**config.mk**
```make
export PLATFORM = sky130hd
export DESIGN_NAME = calc_key_sched
export DESIGN_NICKNAME = d
export VERILOG_FILES = /design/src/rtl/calc_key_pkg.sv /design/src/rtl/calc_key_fifo.sv /design/src/rtl/calc_key_sched.sv
export SDC_FILE = /design/constraint.sdc
export NUM_CORES = 1
export LEC_CHECK = 0
export CAP_MARGIN = 20
export CORE_MARGIN = 2
export CORE_UTILIZATION = 51
export CTS_CLUSTER_DIAMETER = 200
export DETAILED_ROUTE_END_ITERATION = 16
export HOLD_SLACK_MARGIN = 0.12
export PLACE_DENSITY = 0.83
export SLEW_MARGIN = 20
export SYNTH_ARGS = -nofsm -noshare
export SYNTH_HDL_FRONTEND = slang
export SYNTH_SLANG_ARGS = --single-unit
```
**constraint.sdc**
```tcl
create_clock -name i_clk -period 2.9 [get_ports i_clk]
set_input_delay 0.58 -clock i_clk [delete_from_list [all_inputs] [get_ports i_clk]]
set_output_delay 0.58 -clock i_clk [all_outputs]
set_load 0.05 [all_outputs]
```
**src/rtl/calc_key_pkg.sv**
```systemverilog
// Shared definitions for the calc key-event scheduler.
// Key codes: digits 0..9 are their own value, then PLUS, MINUS, EQUAL.
// The one-hot helper maps a key code onto the 13-bit out_* pulse layout.
package calc_key_pkg;

  localparam int KW = 4;

  localparam logic [KW-1:0] KEY_PLUS  = 4'd10;
  localparam logic [KW-1:0] KEY_MINUS = 4'd11;
  localparam logic [KW-1:0] KEY_EQUAL = 4'd12;

  typedef enum logic [1:0] {
    ST_IDLE  = 2'd0,
    ST_ISSUE = 2'd1,
    ST_GAP   = 2'd2
  } state_t;

  // Bit position equals key code: [9:0] digits, [10] plus, [11] minus, [12] equal.
  function automatic logic [12:0] key_onehot(input logic [KW-1:0] code);
    key_onehot = 13'd1 << code;
  endfunction

endpackage

```
**src/rtl/calc_key_fifo.sv**
```systemverilog
// Purpose: DEPTH x W circular FIFO holding pending key codes for the scheduler.
// Latency: push visible (count/head) the cycle after the write; head read is combinational.
// Backpressure: push is ignored when full unless a pop happens in the same cycle.
// Ports:
//   i_clk, i_reset       clock, synchronous active-high reset
//   i_push, i_dat        write request and data
//   i_pop                remove head entry (ignored when empty)
//   i_flush              discard all entries (wins over push/pop)
//   o_dat                current head entry
//   o_full, o_empty      occupancy flags
//   o_count              number of stored entries
module calc_key_fifo #(
  parameter int DEPTH = 4,
  parameter int W     = 4,
  parameter int CW    = $clog2(DEPTH + 1)
) (
  input  logic          i_clk,
  input  logic          i_reset,
  input  logic          i_push,
  input  logic          i_pop,
  input  logic          i_flush,
  input  logic [W-1:0]  i_dat,
  output logic [W-1:0]  o_dat,
  output logic          o_full,
  output logic          o_empty,
  output logic [CW-1:0] o_count
);

  localparam int AW = (DEPTH > 1) ? $clog2(DEPTH) : 1;

  logic [W-1:0]  r_mem [DEPTH];
  logic [AW-1:0] r_wr_ptr;
  logic [AW-1:0] r_rd_ptr;
  logic [CW-1:0] r_count;
  logic          w_do_push;
  logic          w_do_pop;

  assign o_empty   = (r_count == '0);
  assign o_full    = (r_count == CW'(DEPTH));
  assign o_count   = r_count;
  assign o_dat     = r_mem[r_rd_ptr];
  assign w_do_pop  = i_pop & ~o_empty;
  // A simultaneous pop frees the slot the push needs.
  assign w_do_push = i_push & (~o_full | w_do_pop);

  // DEPTH is a power of two, so the pointers wrap by plain overflow.
  always_ff @(posedge i_clk) begin
    if (i_reset || i_flush) begin
      r_wr_ptr <= '0;
      r_rd_ptr <= '0;
      r_count  <= '0;
    end else begin
      if (w_do_push) r_wr_ptr <= r_wr_ptr + AW'(1);
      if (w_do_pop)  r_rd_ptr <= r_rd_ptr + AW'(1);
      case ({w_do_push, w_do_pop})
        2'b10:   r_count <= r_count + CW'(1);
        2'b01:   r_count <= r_count - CW'(1);
        default: r_count <= r_count;
      endcase
    end
  end

  always_ff @(posedge i_clk) begin
    if (w_do_push && !i_flush) r_mem[r_wr_ptr] <= i_dat;
  end

endmodule

```
**src/rtl/calc_key_sched.sv**
```systemverilog
// Purpose: queue keypad pulses and replay them to calc one at a time, GAP idle cycles apart.
// Latency: key at cycle n into an idle, empty block -> one-cycle out_* pulse at n+2; CE at n+1.
// Backpressure: none upstream; events beyond a full queue or losing the priority pick set dropped.
// Ports:
//   i_clk, i_reset          clock, synchronous active-high reset
//   i_key_push[9:0]         digit pulses (bit i = digit i)
//   i_key_plus/minus/equal  operator pulses
//   i_key_ce                clear pulse: flush queue, emit out_ce, clear dropped
//   i_halt                  calc in HALT: queued keys are discarded instead of issued
//   o_out_*                 registered, mutually exclusive one-cycle pulses to calc
//   o_busy                  queue non-empty or FSM not idle
//   o_fill                  queue occupancy
//   o_dropped               sticky lost-event flag
module calc_key_sched
  import calc_key_pkg::*;
#(
  parameter int DEPTH = 4,
  parameter int GAP   = 2,
  parameter int CW    = $clog2(DEPTH + 1)
) (
  input  logic          i_clk,
  input  logic          i_reset,
  input  logic [9:0]    i_key_push,
  input  logic          i_key_plus,
  input  logic          i_key_minus,
  input  logic          i_key_equal,
  input  logic          i_key_ce,
  input  logic          i_halt,
  output logic [9:0]    o_out_push,
  output logic          o_out_plus,
  output logic          o_out_minus,
  output logic          o_out_equal,
  output logic          o_out_ce,
  output logic          o_busy,
  output logic [CW-1:0] o_fill,
  output logic          o_dropped
);

  localparam int GW = (GAP < 2) ? 1 : $clog2(GAP + 1);

  state_t        r_state;
  state_t        w_state_nxt;
  logic [GW-1:0] r_gap;
  logic [GW-1:0] w_gap_nxt;
  logic [13:0]   r_out;
  logic [13:0]   w_out_nxt;
  logic          r_dropped;
  logic          w_dropped_nxt;

  logic [12:0]   w_keys;
  logic          w_key_vld;
  logic          w_multi;
  logic [KW-1:0] w_key_code;
  logic          w_push;
  logic          w_pop;
  logic          w_issue;
  logic [KW-1:0] w_head;
  logic          w_full;
  logic          w_empty;
  logic [CW-1:0] w_count;

  // Same bit layout as key codes, so the priority pick is just an index.
  assign w_keys    = {i_key_equal, i_key_minus, i_key_plus, i_key_push};
  assign w_key_vld = |w_keys;
  // More than one bit set: clearing the lowest set bit leaves something.
  assign w_multi   = |(w_keys & (w_keys - 13'd1));

  // Priority EQUAL > PLUS > MINUS > highest digit; later assignments win.
  always_comb begin
    w_key_code = '0;
    for (int i = 0; i < 10; i++) begin
      if (i_key_push[i]) w_key_code = KW'(i);
    end
    if (i_key_minus) w_key_code = KEY_MINUS;
    if (i_key_plus)  w_key_code = KEY_PLUS;
    if (i_key_equal) w_key_code = KEY_EQUAL;
  end

  // CE discards the key captured alongside it.
  assign w_push = w_key_vld & ~i_key_ce & (~w_full | w_pop);

  calc_key_fifo #(
    .DEPTH (DEPTH),
    .W     (KW),
    .CW    (CW)
  ) u_fifo (
    .i_clk   (i_clk),
    .i_reset (i_reset),
    .i_push  (w_push),
    .i_pop   (w_pop),
    .i_flush (i_key_ce),
    .i_dat   (w_key_code),
    .o_dat   (w_head),
    .o_full  (w_full),
    .o_empty (w_empty),
    .o_count (w_count)
  );

  always_ff @(posedge i_clk) begin
    if (i_reset) begin
      r_state   <= ST_IDLE;
      r_gap     <= '0;
      r_out     <= '0;
      r_dropped <= 1'b0;
    end else begin
      r_state   <= w_state_nxt;
      r_gap     <= w_gap_nxt;
      r_out     <= w_out_nxt;
      r_dropped <= w_dropped_nxt;
    end
  end

  // r_gap is loaded with GAP as the pulse is registered and counts down through
  // the pulse cycle itself, so IDLE is re-entered exactly GAP cycles after the
  // pulse and the next pulse lands GAP+1 cycles after the previous one.
  always_comb begin
    w_state_nxt   = r_state;
    w_gap_nxt     = r_gap;
    w_pop         = 1'b0;
    w_issue       = 1'b0;
    w_out_nxt     = '0;
    w_dropped_nxt = r_dropped;

    if (i_key_ce) begin
      w_state_nxt   = ST_GAP;
      w_gap_nxt     = GW'(GAP);
      w_out_nxt     = 14'b1 << 13;
      w_dropped_nxt = 1'b0;
    end else begin
      case (r_state)
        ST_IDLE: begin
          if (!w_empty) begin
            w_pop = 1'b1;
            // In HALT the head is discarded silently and the FSM stays idle.
            if (!i_halt) begin
              w_issue     = 1'b1;
              w_state_nxt = ST_ISSUE;
              w_gap_nxt   = GW'(GAP);
            end
          end
        end
        ST_ISSUE, ST_GAP: begin
          w_gap_nxt   = (r_gap != '0) ? r_gap - GW'(1) : '0;
          w_state_nxt = (r_gap <= GW'(1)) ? ST_IDLE : ST_GAP;
        end
        default: begin
          w_state_nxt = ST_IDLE;
          w_gap_nxt   = '0;
        end
      endcase

      if (w_issue) w_out_nxt = {1'b0, key_onehot(w_head)};
      if (w_multi || (w_key_vld && w_full && !w_pop)) w_dropped_nxt = 1'b1;
    end
  end

  assign o_out_push  = r_out[9:0];
  assign o_out_plus  = r_out[10];
  assign o_out_minus = r_out[11];
  assign o_out_equal = r_out[12];
  assign o_out_ce    = r_out[13];
  assign o_fill      = w_count;
  assign o_busy      = (w_count != '0) | (r_state != ST_IDLE);
  assign o_dropped   = r_dropped;

endmodule

```
==> impl_metrics.yaml <==
synthesis:
  synthFlopType: "sky130_fd_sc_hd__dfxtp_1"
  synthesis.yosys.warnings: 0
  synth_seq_area_share_pct: 54.3
  synth.most_common_cell: "sky130_fd_sc_hd__nor2_1"
  synth-seq-cells: 44
  ys_top_cells_by_count: "33 x sky130_fd_sc_hd__nor2_1, 28 x sky130_fd_sc_hd__dfxtp_1, 16 x sky130_fd_sc_hd__edfxtp_1, 12 x sky130_fd_sc_hd__inv_1"
  yosys.area.top_type_share_pct: 29.2
  synth_area_leader_cell: "sky130_fd_sc_hd__dfxtp_1"
  count_of_flip_flops_with_a_built_in_enable_after_synthesis: 16
  syn-instance-count: 177
  netlist_area_um2: 1920
  synth-async-reset-ratio_pct: 0
  netlist_top_cells_area: "sky130_fd_sc_hd__dfxtp_1 29%, sky130_fd_sc_hd__edfxtp_1 25%, sky130_fd_sc_hd__nor2_1 6.5%"
  syn-mean-instance-area_um2: 10.8
  ys_types: 38
  number_of_nets_produced_by_synthesis: 203
setup_path:
  critPathRequiredTime_ps: 3130
  critPathMaxFanout: 2
  critPathSlowestCell: "sky130_fd_sc_hd__or4_4"
  crit_path_frequent_cell: "sky130_fd_sc_hd__inv_1"
  worstSetupStartpointType: "primary input"
  arrival_ps: 3050
  timing.critical_path.cells: "clkdlybuf4s50_1 > or4_4 > nor2_4 > a211oi_2 > inv_1 > ha_2 > inv_1 > fa_2 > xor2_1 > or3_4 > a21oi_2"
  crit_type: "in -> reg"
  critical-path-max-stage-delay_ps: 510
  timing.critical_path.to_type: "flop"
  reg2reg_slack_ps: 280
place:
  dpl.cell_count: 276
  i_o_buffers: 35
  dp_hpwl_mm: 2.43
  gp_congestion: 0.855
layout:
  finalNonFillerCells: 284
  multi_input_comb_area_um2: 855
  area.growth.synth_to_final_pct: 36.5
  fillCellCount: 272
  seqCellArea_um2: 1040
  layout-drive-gt1-share_pct: 16.1
  post-route-util_pct: 72.0
  finish.net_count: 261
  insertedDiodeCount: 0
drt:
  via_count: 1437
  ant_nets: 0
  route.final.wire_length_mm: 3.34
  post_drt_wl_per_cell_um: 11.8
  viasPerCell: 5.06
  drt_iter0_markers: 57
  detailedRoute.firstPassIterationCount: 4
  drcViolationCount: 0
power:
  internal-power_uw: 1080
  clockPowerShare_pct: 39.2
  vdd.ir_drop.worst_mv: 0.226
  static-leakage-power_uw: 0.000977
  proportion_of_power_drawn_by_combinational_gates_pct: 12.4
  p_per_area_nw_per_um2: 523
  power_switching_share_pct: 21.2
  power.switching_uw: 290
  pwr-share-seq_pct: 48.4
die:
  floorplan.rows: 22
  fp.dieArea_um2: 4260
  die_x_um: 65.3
  overall_die_height_um: 65.3
  io_pins: 36
  fp.coreArea_um2: 3630
  initial_utilization_pct: 52.8
grt:
  grt_pass1_wl_mm: 5.66
  grt_usage_pct: 17.6
  grt_start_max_net_pins: 15
  grt_pass1_vias: 1347
  antenna_found_initial: 0
  grt_remaining_overflow: 0
sta:
  fin_skew_ps: 6.15
  layout_worst_path_cycle_share_pct: 97.4
  timing.final.setup_violations: 0
  final_number_of_max_transition_violations: 0
  worst-slew-pin-transition_ps: 531
  worst_hold_slack_ps: 464
  max-slew-margin-rel_pct: 63.7
  finalHoldViolCount: 0
  timing.setup.tns_ps: 0
  maxClockFrequency_ghz: 0.354
  post-route-min-period_ps: 2830
run_status:
  outcome: "finished clean"
clock_tree:
  clock_tree.root_cell: "sky130_fd_sc_hd__clkbuf_8"
  cts.sink_count: 44
  post_cts.repair.setup_buffers: 0
  htree_num_levels: 2
  cts-root-to-sink-buffers: 2
  clock_latency_of_the_later_clocked_register_in_the_worst_skew_pair_ps: 290
  clock_tree_from_tritoncts: "done"
  cts_made_buffers: 5
  clock_pin_slew_on_the_worst_setup_and_hold_paths_ps: 70
  post_cts_hold_buffer_count: 0
min_path:
  min-delay-path-class: "reg -> reg"
job:
  number_of_max_cap_violations: 0
[worst paths after layout]
kind	startpoint	endpoint	depth (start not counted)
hold / removal	r_gap[1]$_SDFFE_PP0P_	r_gap[1]$_SDFFE_PP0P_	2
setup reg to reg	r_state[0]$_SDFFE_PP0P_	u_fifo.o_count[2]$_SDFFE_PP0P_	12
hold reg to reg	r_gap[1]$_SDFFE_PP0P_	r_gap[1]$_SDFFE_PP0P_	2
setup / recovery	i_key_plus	u_fifo.o_count[2]$_SDFFE_PP0P_	11
[cell usage in the layout, fill, tap and decap left out, drive strengths merged, types with 2 or more instances in the layout]
master	instances
a211oi	3
a21oi	8
a31oi	2
and2	5
buf	17
bufinv	2
clkbuf	6
clkdlybuf4s50	33
dfxtp	28
dlymetal6s2s	2
edfxtp	16
ha	8
inv	12
maj3	2
mux2i	2
mux4	4
nand2	7
nand2b	5
nor2	33
nor2b	3
nor3	4
nor4	3
o21a	2
o21ai	5
o21bai	3
or2	3
or3	3
xnor2	3
xor2	2
[repair_timing]
item | in CTS | in global routing
endpoints found under the setup margin | 1 | 1
pin swaps | 0 | 3
resized for setup | 1 | 8
[worst max-delay path, delay by kind of cell]
family / cells / cell delay (ps)
XOR/XNOR: 1 / 160
AND/OR/NAND/NOR: 3 / 1030
buffers and inverters: 3 / 550
adder cells (fa/ha/maj): 2 / 500
AO/OA/AOI/OAI: 2 / 220
[per-stage QoR]
step                area (um^2)  worst slack [ps]  power (uW)
floorplan                  1920               218         769
global placement           2450              -160         839
detailed placement         2450              -213         843
CTS                        2590              32.7        1370
global route               2620             -1.79        1420
finish                     2620              74.5        1370
[power by group through the flow]
stage          Combinational (uW)  Clock, uW  Sequential (uW)
2_1_floorplan                83.1          0              685
3_3_place_gp                  164          0              676
3_5_place_dp                  166          0              676
4_1_cts                       168        542              662
5_1_grt                       187        571              664
6_report                      170        536              662
[metal layers]
| metal | part of all wire (%) | GRT usage, % | up-vias |
|---|---|---|---|
| li1 | - | - | 737 |
| met1 | 45 | 20.8 | 663 |
| met2 | 50 | 30.2 | 32 |
| met3 | 4.2 | 5.31 | 5 |
| met4 | 1.3 | 6.77 | 0 |
| met5 | 0 | 0 | - |
[cells by family after synthesis]
group / synth area share, %
compound gates: 9.27
flops: 54.3
simple gates: 18.1
fa+ha+maj: 7.31
buf+inv: 2.55
xor+xnor: 2.29
mux: 6.14
[area by class of cell]
cell class	count	area share (%)
Multi-Input combinational cell	120	32.7
Inverter	12	1.72
Timing Repair Buffer	52	18.5
Sequential cell	44	39.8
Tap cell	48	2.30
Clock inverter	2	2.30
Clock buffer	6	2.77
[flip-flops by register name, summed over array words and instances, names as in the netlist, named ones only]
name and count:
u_fifo.r_rd_ptr 2, u_fifo.r_wr_ptr 2, u_fifo.o_count 3, r_state 2, u_fifo.r_mem 16, r_out 14, r_gap 2, o_dropped 1
Power figures use the tool's default switching activity.
